`config.mk`:
```
export PLATFORM = sky130hd
export DESIGN_NAME = conv2d_line_buffer
export DESIGN_NICKNAME = d
export VERILOG_FILES = /design/src/rtl/conv2d_line_buffer.sv
export SDC_FILE = /design/constraint.sdc
export NUM_CORES = 1
export LEC_CHECK = 0
export CORE_ASPECT_RATIO = 1.4
export CORE_MARGIN = 5
export CORE_UTILIZATION = 30
export DETAILED_ROUTE_END_ITERATION = 8
export HOLD_SLACK_MARGIN = 0.15
export MAX_ROUTING_LAYER = met4
export SYNTH_ARGS = -nofsm -noshare
export SYNTH_HDL_FRONTEND = slang
export SYNTH_HIERARCHICAL = 1
export SYNTH_SLANG_ARGS = --single-unit
export TNS_END_PERCENT = 10
```
`constraint.sdc`:
```
create_clock -name clk_i -period 3.34 [get_ports clk_i]
set_clock_uncertainty 0.05 [all_clocks]
set_input_delay 0.334 -clock clk_i [delete_from_list [all_inputs] [get_ports clk_i]]
set_output_delay 0.334 -clock clk_i [all_outputs]
set_load 0.05 [all_outputs]
```
`src/rtl/conv2d_line_buffer.sv`:
```
// -----------------------------------------------------------------------------
// conv2d_line_buffer
//
// Purpose:
//   Row-buffering stage in front of the conv2d window/MAC logic. It accepts a
//   raster-order pixel stream. For every input pixel it emits one vertical
//   column of kernel_rows_p pixels: the current pixel plus the pixel at the
//   same column in each of the previous kernel_rows_p-1 rows. The previous
//   rows live in kernel_rows_p-1 synchronous-read RAMs. These RAMs form a
//   vertical shift chain: every accepted pixel shifts its column up by one row.
//
// Parameters:
//   width_p        bits per pixel
//   line_width_p   pixels per image row (>= 2)
//   kernel_rows_p  window height (>= 2)
//
// Ports:
//   clk_i      in   1                      single clock, rising edge
//   reset_i    in   1                      synchronous, active-high reset
//   valid_i    in   1                      input pixel valid
//   data_i     in   width_p                input pixel, raster order
//   ready_o    out  1                      block can accept data_i this cycle
//   valid_o    out  1                      data_o holds a complete column
//   data_o     out  kernel_rows_p*width_p  [width_p-1:0] = current row,
//                                          top slice = oldest row
//   ready_i    in   1                      downstream accepts data_o
//   eol_o      out  1                      (CONV2D_LINE_BUFFER_EOL_EN only)
//                                          emitted column is the last of a row
//
// Configuration macro:
//   CONV2D_LINE_BUFFER_EOL_EN  adds the eol_o output.
// -----------------------------------------------------------------------------

module ram_1r1w_sync #(
    parameter int width_p = 8,
    parameter int els_p   = 16
) (
    input  logic                     clk_i,
    input  logic                     wr_v_i,
    input  logic [$clog2(els_p)-1:0] wr_addr_i,
    input  logic [width_p-1:0]       wr_data_i,
    input  logic                     rd_valid_i,
    input  logic [$clog2(els_p)-1:0] rd_addr_i,
    output logic [width_p-1:0]       rd_data_o
);

    logic [width_p-1:0] mem_q [els_p];
    logic [width_p-1:0] rd_data_q;

    // NOTE: storage arrays get no reset so that they map onto RAM macros. The
    // read register keeps its value while rd_valid_i is low.
    always_ff @(posedge clk_i) begin
        if (wr_v_i) begin
            mem_q[wr_addr_i] <= wr_data_i;
        end
        // Non-blocking read of mem_q gives read-before-write on a collision.
        if (rd_valid_i) begin
            rd_data_q <= mem_q[rd_addr_i];
        end
    end

    assign rd_data_o = rd_data_q;

endmodule

module conv2d_line_buffer #(
    parameter int width_p       = 8,
    parameter int line_width_p  = 16,
    parameter int kernel_rows_p = 3
) (
    input  logic                             clk_i,
    input  logic                             reset_i,
    input  logic                             valid_i,
    input  logic [width_p-1:0]               data_i,
    output logic                             ready_o,
    output logic                             valid_o,
    output logic [kernel_rows_p*width_p-1:0] data_o,
    input  logic                             ready_i
`ifdef CONV2D_LINE_BUFFER_EOL_EN
    ,
    output logic                             eol_o
`endif
);

    localparam int col_w_lp  = $clog2(line_width_p);
    localparam int row_w_lp  = $clog2(kernel_rows_p);
    localparam int n_rams_lp = kernel_rows_p - 1;

    localparam logic [col_w_lp-1:0] col_last_lp = col_w_lp'(line_width_p - 1);
    localparam logic [row_w_lp-1:0] row_full_lp = row_w_lp'(kernel_rows_p - 1);

    // Control state
    logic [col_w_lp-1:0] col_q, col_d;
    logic [row_w_lp-1:0] row_q, row_d;
    logic                s1_full_q, s1_full_d;
    logic                s1_rowok_q, s1_rowok_d;
    logic                s1_new_q, s1_new_d;
    logic [col_w_lp-1:0] s1_col_q, s1_col_d;

    // Stage-1 pixel; qualified by s1_full_q, so it needs no reset
    logic [width_p-1:0]  s1_pix_q;

    logic                acc;
    logic                xfer;
    logic                col_wrap;
    logic                ram_we;
    logic [width_p-1:0]  rd_data [n_rams_lp];

    assign ready_o  = ~s1_full_q | ready_i;
    assign acc      = valid_i & ready_o;
    assign valid_o  = s1_full_q & s1_rowok_q;
    assign xfer     = valid_o & ready_i;
    assign col_wrap = (col_q == col_last_lp);

    // A write is pending the cycle after an accept. Reset suppresses it so a
    // reset in mid-flight leaves no partial column shift behind.
    assign ram_we   = s1_new_q & ~reset_i;

    // NOTE: every always_comb output gets a default first, so no path can
    // leave a signal unassigned and infer a latch.
    always_comb begin
        col_d      = col_q;
        row_d      = row_q;
        s1_full_d  = s1_full_q;
        s1_rowok_d = s1_rowok_q;
        s1_col_d   = s1_col_q;
        s1_new_d   = acc;

        if (acc) begin
            col_d      = col_wrap ? '0 : col_q + 1'b1;
            s1_col_d   = col_q;
            s1_rowok_d = (row_q == row_full_lp);
            if (col_wrap && (row_q != row_full_lp)) begin
                row_d = row_q + 1'b1;
            end
        end

        // An entry that will never be emitted (priming rows) drains by itself.
        // A new accept in the same cycle keeps the stage full.
        if (acc) begin
            s1_full_d = 1'b1;
        end else if (s1_full_q && (xfer || !s1_rowok_q)) begin
            s1_full_d = 1'b0;
        end
    end

    // NOTE: sequential state uses non-blocking assignments only. That way
    // every flop samples pre-edge values, whatever order the blocks run in.
    always_ff @(posedge clk_i) begin
        if (reset_i) begin
            col_q      <= '0;
            row_q      <= '0;
            s1_full_q  <= 1'b0;
            s1_rowok_q <= 1'b0;
            s1_new_q   <= 1'b0;
            s1_col_q   <= '0;
        end else begin
            col_q      <= col_d;
            row_q      <= row_d;
            s1_full_q  <= s1_full_d;
            s1_rowok_q <= s1_rowok_d;
            s1_new_q   <= s1_new_d;
            s1_col_q   <= s1_col_d;
        end
    end

    always_ff @(posedge clk_i) begin
        if (acc) begin
            s1_pix_q <= data_i;
        end
    end

    // Vertical shift chain: RAM 0 takes the newest pixel. RAM k takes what
    // RAM k-1 read for the same column one cycle earlier.
    for (genvar k = 0; k < n_rams_lp; k++) begin : g_ram
        logic [width_p-1:0] wr_data;

        if (k == 0) begin : g_head
            assign wr_data = s1_pix_q;
        end else begin : g_chain
            assign wr_data = rd_data[k-1];
        end

        ram_1r1w_sync #(
            .width_p (width_p),
            .els_p   (line_width_p)
        ) u_ram (
            .clk_i      (clk_i),
            .wr_v_i     (ram_we),
            .wr_addr_i  (s1_col_q),
            .wr_data_i  (wr_data),
            .rd_valid_i (acc),
            .rd_addr_i  (col_q),
            .rd_data_o  (rd_data[k])
        );
    end

    always_comb begin
        data_o              = '0;
        data_o[width_p-1:0] = s1_pix_q;
        for (int k = 0; k < n_rams_lp; k++) begin
            data_o[(k+1)*width_p +: width_p] = rd_data[k];
        end
    end

`ifdef CONV2D_LINE_BUFFER_EOL_EN
    assign eol_o = (s1_col_q == col_last_lp);
`endif

endmodule

```
Yosys cells after proc, flatten, opt, wreduce, memory -nomap -nowiden:

Memory sizes are Yosys's and may differ from the RTL's. A register that Yosys moved wholly into a read port is not among the register bits.
Index checks and enable logic that the tools add are counted.

* memories kept: 2
* flip-flop bits (word level): 21
* bits in writable memories: 256

* equality and inequality tests: 3
* muxes and demuxes: 5
* bitwise operators: 7
* reductions and logical operators: 6
* $add $sub $neg: 2

Memories
* g_ram[0].u_ram.mem_q: words 16, width 8, read ports 1, clocked after memory_dff 1, wr ports 1, RTL line 47 `logic [width_p-1:0] mem_q [els_p];`
* g_ram[1].u_ram.mem_q: words 16, width 8, read ports 1, clocked after memory_dff 1, wr ports 1, RTL line 47

Operators by type and width (number)
* $add A4 B1 Y4 const B: 1
* $and A1 B1 Y1: 4
* $eq A4 B4 Y1 const B: 1
* $mux W1: 4
* $mux W4: 1
* $add A2 B1 Y2 const B: 1
* $eq A2 B2 Y1 const B: 1
* $logic_and A1 B1 Y1: 2
* $ne A2 B2 Y1 const B: 1
* $not A1 Y1: 2
* $reduce_and A2 Y1: 1
* $reduce_bool A2 Y1: 1
* $logic_not A1 Y1: 1
* $logic_or A1 B1 Y1: 1
* $or A1 B1 Y1: 1

Depth between registers and ports, before layout:

* depth after elaboration: 6
* gate-level depth with buffers: 5
* gate-level depth less buffers: 4

Cells and area by module:

Netlist, hierarchy kept.

By module, submodules not included
* ram_1r1w_sync: cells each 229, instances 2, area each 5227.5 um2
* conv2d_line_buffer: cells each 79, instances 1, area each 833.3 um2

Least setup slack after synthesis:

OpenSTA, ideal clock, no wires.

* kind: input to register
* from: input reset_i
* to: memory g_ram[0].u_ram.mem_q[0][0] (enable)
* library setup time: 0.383 ns
* buffers on the path: 1
* stages on the path: 4
* slack: 0.979 ns
* arrival time: 1.927 ns
* cell sequence: clkbuf_1 nor2b_1 or3b_2 nor3_1

* longest elaborated chain between the ends: 4

RTL lines
* start, declared: RTL line 72 `input logic reset_i,`
* $not A1 Y1: RTL line 117 `assign ram_we = s1_new_q & ~reset_i;`
* $and A1 B1 Y1: RTL line 117
* net ram_we: RTL line 106 `logic ram_we;`
* $mux W1: RTL line 53 `if (wr_v_i) begin`
* $mux W1 (implied by the code): RTL line 54 `mem_q[wr_addr_i] <= wr_data_i;`
* end, declared: RTL line 47

The timed path passes the listed nets, and every way through them passes these cells.

Worst setup path after layout:

* from: register g_ram[0].u_ram.rd_data_q[3] (read register of g_ram[0].u_ram.mem_q)
* to: output data_o[11]

RTL lines
* start, declared: RTL line 48 `logic [width_p-1:0] rd_data_q;`
* end, declared: RTL line 77 `output logic [kernel_rows_p*width_p-1:0] data_o,`

No word-level cell between the ends.

==> results.yml <==
run_status:
  status: "complete, no violations"
drt:
  wl_per_cell_um: 20.6
  drc: 0
  drt_first_pass_iters: 5
  drtIter0Drc: 321
  vias: 5357
  vias_per_cell: 4.81
  routed_wl_mm: 22.9
  ant_nets: 0
pwr:
  peakVddDrop_mv: 0.377
  power_density_mw_per_mm2: 576
  p_leak_nw: 4.17
grt:
  grt_use_total_pct: 11.2
  grt_max_degree: 36
  grt_pass1_wl_mm: 34.9
  antenna_found_initial: 0
  grt_pass1_vias: 5654
  grt_overflow_total: 0
layout:
  final_cell_area_mm2: 0.0133
  num-nets-final: 634
  area_delta_synth_final_pct: 17.5
  diodes: 0
  fill_cells: 3498
  layout-drive-gt1-share_pct: 18.9
sta:
  period_share_pct: 78.8
  finalCriticalPeriod_ns: 2.63
  whs_ns: 0.297
  grt_setup_unrepaired: "no"
  setup-tns-final_ns: 0
  setup_violations: 0
  slew_headroom_pct: 44.5
  hold_viol_final: 0
  drv_slew: 0
  worst_pin_slew_ns: 0.829
  fmax_ghz: 0.380
cts:
  cts.clk_slew.worst_paths_ns: 0.06
  ctsHoldBuffers: 0
  ctsLongestPathBuffers: 3
  cts-buffers-inserted: 30
  postCtsSetupBuffers: 0
  tritoncts: "built"
  clkSinkCount: 293
  insertion_delay_ns: 0.54
  cts_resized: 0
  cts_htree_levels: 1
  ctsRootBufferMaster: "clkbuf_16"
setup_path:
  cp-start-kind: "register"
  cp_slowest_cell: "clkdlybuf4s50_1"
  path_class: "reg -> out"
  critPathRequiredTime_ns: 2.96
  path_buf_inv: 1
  cp.arrival_ns: 2.25
  crit_family: "buffers and inverters"
  cp_cell_sequence: "clkdlybuf4s50_1"
  path_max_fanout: 17
  critPathCaptureType: "output pin"
  max_stage_delay_ns: 0.93
floorplan:
  die_h_um: 240
  core_area_mm2: 0.0374
  die_width_um: 174
  dieArea_mm2: 0.0417
  pin_count: 38
  start_util_pct: 30.2
  num_rows: 84
synth:
  seq_area_frac_synth_pct: 76.8
  synth_cell_types: 31
  avgSynthCellArea_um2: 21.0
  synthesis.area_mm2: 0.0113
  synth_warnings: 6
  synthCells: 537
  syn_nets: 551
  synth_seq_cells: 293
worst_hold_path:
  hold_path_class: "in -> reg"
job:
  cap_violations: 0
place:
  globalplace.congestion: 0.752
  dpl_cell_area_mm2: 0.0124
  place_hpwl_mm: 15.0
  portBuffers: 37
==> placed cells by master (no fill, tap or decap), types with 2 or more instances in the layout <==
cell type        synthesis  layout
clkbuf_16                0      31
nand2b_1                 4       4
clkinv_2                 0       5
and2b_1                  2       2
nor2b_1                  5       5
a21oi_1                 10      10
mux4_2                  36      36
nor3_1                   9       9
dfxtp_1                 13      11
and2_1                   2       2
nand3_1                  9       9
buf_12                   0       2
ha_1                     2       2
nor2_1                  31      31
nand2_1                 23      23
a22oi_1                 32      32
buf_4                    2      37
edfxtp_1               280     280
mux4_1                  28      28
clkinv_1                 0       9
inv_1                    4       4
o21ai_0                  6       6
clkbuf_1                 3       7
nand3b_1                 4       4
clkdlybuf4s50_1          0      37
or3b_2                   2       2
mux2_2                   3       3
nor4_1                   2       2
==> layer usage <==
layer / global-route usage (%) / routed length [um] / vias to the layer above
li1: - / - / 2404
met1: 13.4 / 9560 / 2799
met2: 19.3 / 11800 / 115
met3: 2.07 / 950 / 39
met4: 3.65 / 643 / 0
met5: - / 0 / -
==> kinds of logic (layout without fill, tap and decap cells) <==
family                   after synthesis  count (layout)  synth area share, %
flip-flops                           293             293                 76.8
AND/OR/NAND/NOR                       97              97                 4.18
multiplexers                          67              67                 14.0
AO/OA/AOI/OAI                         49              49                 2.90
buffers and inverters                 29             133                 1.91
adder cells (fa/ha/maj)                2               2                0.222
==> metrics by stage <==
step	std cells	util (%)	setup slack (ns)	power (W)
finish	1114	35.5	0.707	0.00764
global placement	1061	33.1	0.775	0.00468
detailed placement	1061	33.1	0.757	0.00469
global route	1114	35.5	0.604	0.00791
CTS	1114	35.5	0.661	0.00773
floorplan	537	-	0.979	0.00450
==> path summary, 6_finish.rpt <==
kind / slack [ns] / cells past startpoint / to / startpoint
worst max register to register: 1.04 / 4 / g_ram[1].u_ram/rd_data_o[3] / col_q[0]
worst min register to register: 0.42 / 2 / s1_full_q / s1_rowok_q
worst max-delay path: 0.71 / 1 / data_o[11] / g_ram[0].u_ram/rd_data_o[3]
worst min-delay path: 0.30 / 1 / g_ram[0].wr_data[1] / data_i[1]
==> report_power, final <==
| group | switching [W] | internal (W) |
|---|---|---|
| sequential | 0.0000738 | 0.00408 |
| clock | 0.00128 | 0.00175 |
| combinational | 0.000255 | 0.000189 |
==> cell usage after synthesis <==
cell type        count  area [um^2]
and2_1               2         12.5
mux2_2               3         33.8
o21ai_0              6         30.0
nand3b_1             4         30.0
clkdlybuf4s25_2      6         60.1
nor2_1              31          116
clkbuf_1             3         11.3
a22oi_1             32          240
inv_1                4         15.0
nand2b_1             4         25.0
buf_6                7         78.8
o31ai_1              1         7.51
and2_2               1         7.51
nor2b_1              5         31.3
dfxtp_1             13          260
nor4_1               2         12.5
ha_1                 2         25.0
and3_1               1         6.26
buf_4                2         15.0
or3b_2               2         17.5
and2b_1              2         15.0
or4_1                1         7.51
nand2_1             23         86.3
nor2b_4              1         13.8
nand3_1              9         45.0
nor3_1               9         45.0
edfxtp_1           280         8410
buf_2                7         35.0
mux4_2              36          811
mux4_1              28          736
a21oi_1             10         50.1
==> cell type report <==
class                      count  area (um^2)  share of cell area [%]
clock inverter                15         88.8                   0.670
timing repair buffer          76          688                    5.19
tap                          473          592                    4.46
multi-input combinational    215         2400                    18.1
inverter                       4         15.0                   0.113
sequential                   293         8670                    65.4
clock buffer                  38          802                    6.05
==> state kept, by name, summed over array words and instances (netlist names) <==
register,count
s1_new_q,1
col_q,4
row_q,2
g_ram.wr_data,8
s1_col_q,4
g_ram.u_ram/rd_data_o,16
g_ram.u_ram/mem_q,256
s1_rowok_q,1
s1_full_q,1
Power figures use the tool's default switching activity.
